## config.mk

```make
export PLATFORM = sky130hd
export DESIGN_NAME = pc_sequencer
export DESIGN_NICKNAME = d
export VERILOG_FILES = /design/src/rtl/pc_sequencer.sv
export SDC_FILE = /design/constraint.sdc
export NUM_CORES = 1
export LEC_CHECK = 0
export ABC_CLOCK_PERIOD_IN_PS = 8550
export CORE_MARGIN = 5
export CORE_UTILIZATION = 46
export DETAILED_ROUTE_END_ITERATION = 10
export PLACE_DENSITY = 0.88
export SLEW_MARGIN = 20
export SYNTH_ARGS = -nofsm -noshare
export SYNTH_HDL_FRONTEND = slang
export SYNTH_SLANG_ARGS = --single-unit
export TNS_END_PERCENT = 100
```

## constraint.sdc

```tcl
create_clock -name clk -period 8.55 [get_ports clk]
set_clock_uncertainty 0.15 [all_clocks]
set_input_delay 1.71 -clock clk [delete_from_list [all_inputs] [get_ports clk]]
set_output_delay 1.71 -clock clk [all_outputs]
set_load 0.03 [all_outputs]
```

## src/rtl/pc_sequencer.sv

```systemverilog
// pc_sequencer: next-PC selection and PC-register strobes for the fetch stage.
// Picks sequential, jump/branch, exception-vector or EPC-return as the next PC,
// tracks EPC and the exception level, and freezes the PC for FLUSH_CYCLES
// cycles after every exception entry or eret.
// Optional feature macro: PC_SEQ_DELAY_SLOT_EN (EPC points at the branch when
// the faulting instruction sits in a delay slot).
module pc_sequencer #(
    parameter logic [31:0] RESET_PC     = 32'h0000_3000,
    parameter logic [31:0] EXC_VEC      = 32'h0000_4180,
    parameter int unsigned FLUSH_CYCLES = 2
) (
    input  logic        clk,
    input  logic        reset,
    input  logic [31:0] pc,
    input  logic        stall,
    input  logic        jump,
    input  logic [31:0] jump_target,
    input  logic        branch_taken,
    input  logic [31:0] branch_target,
    input  logic        in_delay_slot,
    input  logic        exc_req,
    input  logic        eret,
    output logic [31:0] Npc,
    output logic        PCEn,
    output logic        PCtoIn,
    output logic        PCBack,
    output logic        flush,
    output logic [31:0] epc,
    output logic        exl,
    output logic        exc_dropped
);

    typedef enum logic [0:0] {StRun, StHold} state_e;

    localparam logic [3:0] FlushCnt = 4'(FLUSH_CYCLES);

    state_e      r_state, w_state_d;
    logic [3:0]  r_cnt, w_cnt_d;
    logic        r_exl, w_exl_d;
    logic [31:0] r_epc, w_epc_d;
    logic [31:0] w_epc_capture;

`ifdef PC_SEQ_DELAY_SLOT_EN
    // Faulting delay-slot instruction: return to the branch so it re-executes.
    assign w_epc_capture = in_delay_slot ? (pc - 32'd4) : pc;
`else
    logic w_unused_in_delay_slot;
    assign w_unused_in_delay_slot = in_delay_slot;
    assign w_epc_capture          = pc;
`endif

    assign epc = r_epc;
    assign exl = r_exl;

    // State, hold counter, EXL and EPC registers.
    always_ff @(posedge clk or posedge reset) begin
        if (reset) begin
            r_state <= StRun;
            r_cnt   <= 4'd0;
            r_exl   <= 1'b0;
            r_epc   <= RESET_PC;
        end else begin
            r_state <= w_state_d;
            r_cnt   <= w_cnt_d;
            r_exl   <= w_exl_d;
            r_epc   <= w_epc_d;
        end
    end

    // Next-PC priority selection, strobes and next-state logic.
    always_comb begin
        w_state_d   = r_state;
        w_cnt_d     = r_cnt;
        w_exl_d     = r_exl;
        w_epc_d     = r_epc;
        Npc         = pc;
        PCEn        = 1'b0;
        PCtoIn      = 1'b0;
        PCBack      = 1'b0;
        flush       = 1'b0;
        exc_dropped = 1'b0;

        if (reset) begin
            Npc = RESET_PC;
        end else begin
            case (r_state)
                StRun: begin
                    if (exc_req && !r_exl) begin
                        PCtoIn    = 1'b1;
                        flush     = 1'b1;
                        Npc       = EXC_VEC;
                        w_epc_d   = w_epc_capture;
                        w_exl_d   = 1'b1;
                        w_cnt_d   = FlushCnt;
                        w_state_d = StHold;
                    end else begin
                        // Masked exception: report it, let the rest proceed.
                        exc_dropped = exc_req;
                        if (eret && r_exl) begin
                            PCBack    = 1'b1;
                            flush     = 1'b1;
                            Npc       = r_epc;
                            w_exl_d   = 1'b0;
                            w_cnt_d   = FlushCnt;
                            w_state_d = StHold;
                        end else if (stall) begin
                            Npc = pc;
                        end else if (jump) begin
                            PCEn = 1'b1;
                            Npc  = {jump_target[31:2], 2'b00};
                        end else if (branch_taken) begin
                            PCEn = 1'b1;
                            Npc  = {branch_target[31:2], 2'b00};
                        end else begin
                            PCEn = 1'b1;
                            Npc  = pc + 32'd4;
                        end
                    end
                end
                StHold: begin
                    w_cnt_d = r_cnt - 4'd1;
                    if (r_cnt == 4'd1) begin
                        w_state_d = StRun;
                    end
                end
                default: begin
                    w_state_d = StRun;
                end
            endcase
        end
    end

endmodule

```

==> out/metrics.yaml <==
critical_path:
  worst-path-max-fanout: 13
  r2r-end: "epc[5]$_DFFE_PP0P_"
  r2r_start: "exl$_DFFE_PP0P_"
  crit_chain: "clkdlybuf4s50_1, ha_1, nand2_1, nor4_4, nand3_2, or4_1, nand3_1, clkdlybuf4s50_1"
  crit_required_ns: 6.69
  cp-end-kind: "output port"
  critPathTopFamily: "simple AND/OR/NAND/NOR gates"
  crit_type: "in -> out"
  cp_num_buf_inv: 2
  critPathMaxStageDelay_ns: 0.80
  worst-path-stages: 8
  r2r_cells: 4
  path_common_cell: "clkdlybuf4s50_1"
  reg2reg_slack_ns: 6.25
  startpoint_type: "input port"
  cp.arrival_ns: 5.13
  slowest_stage: "nor4_4"
power_and_ir_drop:
  clkPwrFrac_pct: 9.4
  power_mw: 1.44
  p_sw_mw: 0.707
  power_density_mw_per_mm2: 257
  intPower_mw: 0.736
  pwr-share-comb_pct: 64.8
  p_sw_share_pct: 49.0
  p_seq_share_pct: 25.7
  leakage_nw: 2.17
  vdd_drop_max_mv: 0.198
synth:
  syn_nets: 585
  ys_seq_area_share_pct: 25.2
  synth_seq_cells: 38
  synth_top_area_share_pct: 23.8
  synth-edff-count: 0
  yosysTopAreaCell: "dfrtp_1"
  yosysWarnings: 0
  synthCells: 478
  synthArstFlopShare_pct: 100
  synth_cell_types: 68
  yosys_most_used_dff: "dfrtp_1"
  synthTopCellsByArea: "dfrtp_1 (24%), mux2_2 (9.2%), o21ai_0 (5.2%), nand2_1 (5.0%), a21oi_1 (4.6%)"
  syn_area_mm2: 0.00378
  avgSynthCellArea_um2: 7.90
sta:
  setup_viol: 0
  layout_min_cycle_time_ns: 6.99
  period_share_pct: 81.8
  rsz0062_at_grt: "no"
  worst_pin_slew_ns: 1.03
  setup_tns_ns: 0
  finalMaxSlewViolations: 0
  slew_headroom_pct: 30.9
  setup_ws_ns: 1.56
  max_freq_mhz: 143
  hold-worst-slack_ns: 0.392
  hold_viol: 0
place:
  port_buffers: 168
  postPlaceCellArea_mm2: 0.00552
  gp_congestion: 0.974
  dpl.hpwl_um: 12000
  place_inst: 728
  detailedPlace.worstSlack_ns: 1.63
cts:
  clk_latency_ns: 0.30
  cts.sinks: 38
  clockRootBuffer: "clkbuf_8"
  clkTransAtPathRegs_ns: 0.08
  cts_setup_buffers: 0
  cts_buffer_depth: 2
  cts_made_buffers: 5
  htree_levels: 2
  cts-resized-gates: 0
  ctsHoldBuffers: 0
  cts_tree: "built"
hold_path:
  hold_end: "epc[9]$_DFFE_PP0P_"
  hold_class: "reg -> reg"
  min_path_cells: 1
  holdCritStartpoint: "epc[9]$_DFFE_PP0P_"
final_layout:
  regArea_um2: 953
  multi_input_area_mm2: 0.00263
  antenna_cells: 0
  layout_common_cells: "clkdlybuf4s50_1 (168), nand2_1 (50), o21ai_0 (39), nor2_1 (39), dfrtp_1 (36)"
  fin_util_pct: 69.4
  layout.nets: 737
  layout-drive-gt1-share_pct: 10.3
  finalInstanceArea_mm2: 0.00562
  final_common_cell: "clkdlybuf4s50_1"
  final-instance-count-excl-fill: 736
  n_fill_cell: 685
  syn2layout_area_growth_pct: 48.7
detailed_routing:
  drt-pass1-iter-count: 5
  wire_per_inst_um: 22.0
  vias_per_cell: 6.52
  route.detailed.drc: 0
  vias: 4796
  ant_nets: 0
  drt-initial-drc-count: 512
  drt-total-wl_um: 16200
global_route:
  grt_max_degree: 41
  grt-ovfl-total: 0
  grt.total_usage_pct: 31.3
  antenna_found_initial: 0
  grt_pass1_wl_um: 25100
  grt_pass1_vias: 4774
floorplan:
  num_rows: 33
  start_util_pct: 46.7
  dieArea_mm2: 0.0101
  die_h_um: 101
  ioPinCount: 174
  core-area_mm2: 0.00809
  die_x_um: 101
run_status:
  status: "complete, no violations"
run:
  cap_violations: 0
==> cell families (layout without fill, tap and decap cells) <==
logic type      count (synthesis)  count (layout)  share of synthesized area [%]
compound gates                170             170                           30.2
fa+ha+maj                       3               3                          0.994
buf+inv                        47             200                           5.30
flops                          38              38                           25.2
mux                            39              39                           11.4
xor+xnor                       14              14                           3.25
simple gates                  167             167                           23.6
==> worst max-delay path by stage <==
stage	slack [ns]	endpoint	start
global route	1.45	Npc[28]	pc[2]
finish	1.56	Npc[28]	pc[2]
CTS	1.64	Npc[31]	stall
global placement	1.72	Npc[28]	pc[2]
detailed placement	1.63	Npc[31]	stall
floorplan	2.72	Npc[8]	pc[2]
==> routing by layer <==
| layer | vias up | share of wire, % | GRT usage, % |
|---|---|---|---|
| li1 | 2123 | - | - |
| met1 | 2247 | 38 | 41.1 |
| met2 | 362 | 48 | 49.8 |
| met3 | 64 | 11 | 6.51 |
| met4 | 0 | 3.6 | 12.8 |
| met5 | - | 0 | 0 |
==> cell type report <==
class | count | area share, %
clock inverters | 1 | 0.0891
inverters | 14 | 0.936
flip-flops and latches | 38 | 17.0
multi-input cells | 393 | 46.8
repair buffers | 178 | 31.3
well taps | 105 | 2.34
clock buffers | 7 | 1.54
==> cells in the mapped netlist, types with 3 or more instances <==
master    count
or3_1         3
ha_1          3
and3_1        4
nor4_1        3
nor2_1       39
o22ai_1       9
a22o_1        8
inv_1        13
a21oi_1      35
nor4_4        3
dfrtp_1      36
o21ai_0      39
o311ai_0      3
nand2_1      50
xnor2_1       6
a31o_2        3
nor3_1       10
clkbuf_1     19
o211ai_1      7
and2_1        4
nand2b_1      9
mux2i_1       8
a211o_1       3
xor2_1        8
nand3_1      15
a211oi_1      3
nand4_1       7
mux2_2       31
a21boi_0      3
nor2b_1       5
buf_2         7
a22oi_1      10
o221ai_1      5
a221oi_1      6
o211a_1       3
o31ai_1       3
a21o_1        4
a31oi_1       6
buf_1         4
==> flip-flops by register name, summed over array words and instances (netlist names) <==
name / cells
exl: 1
epc: 32
r_state: 1
r_cnt: 4
==> power groups by stage <==
stage | combinational, mW | clock (mW) | sequential, mW
after floorplan | 0.398 | 0 | 0.494
after global placement | 0.910 | 0 | 0.366
after detailed placement | 0.926 | 0 | 0.371
after CTS | 0.930 | 0.140 | 0.369
after global routing | 0.984 | 0.145 | 0.385
final | 0.935 | 0.136 | 0.371
==> worst register-to-register path, stage by stage, from the launching register on <==
cell and delay [ns]:
dfrtp_1 0.48, nand2b_1 0.44, nor3_4 0.23, buf_4 0.46, mux2_2 0.42
No activity file was read; power rests on OpenSTA's default activity.
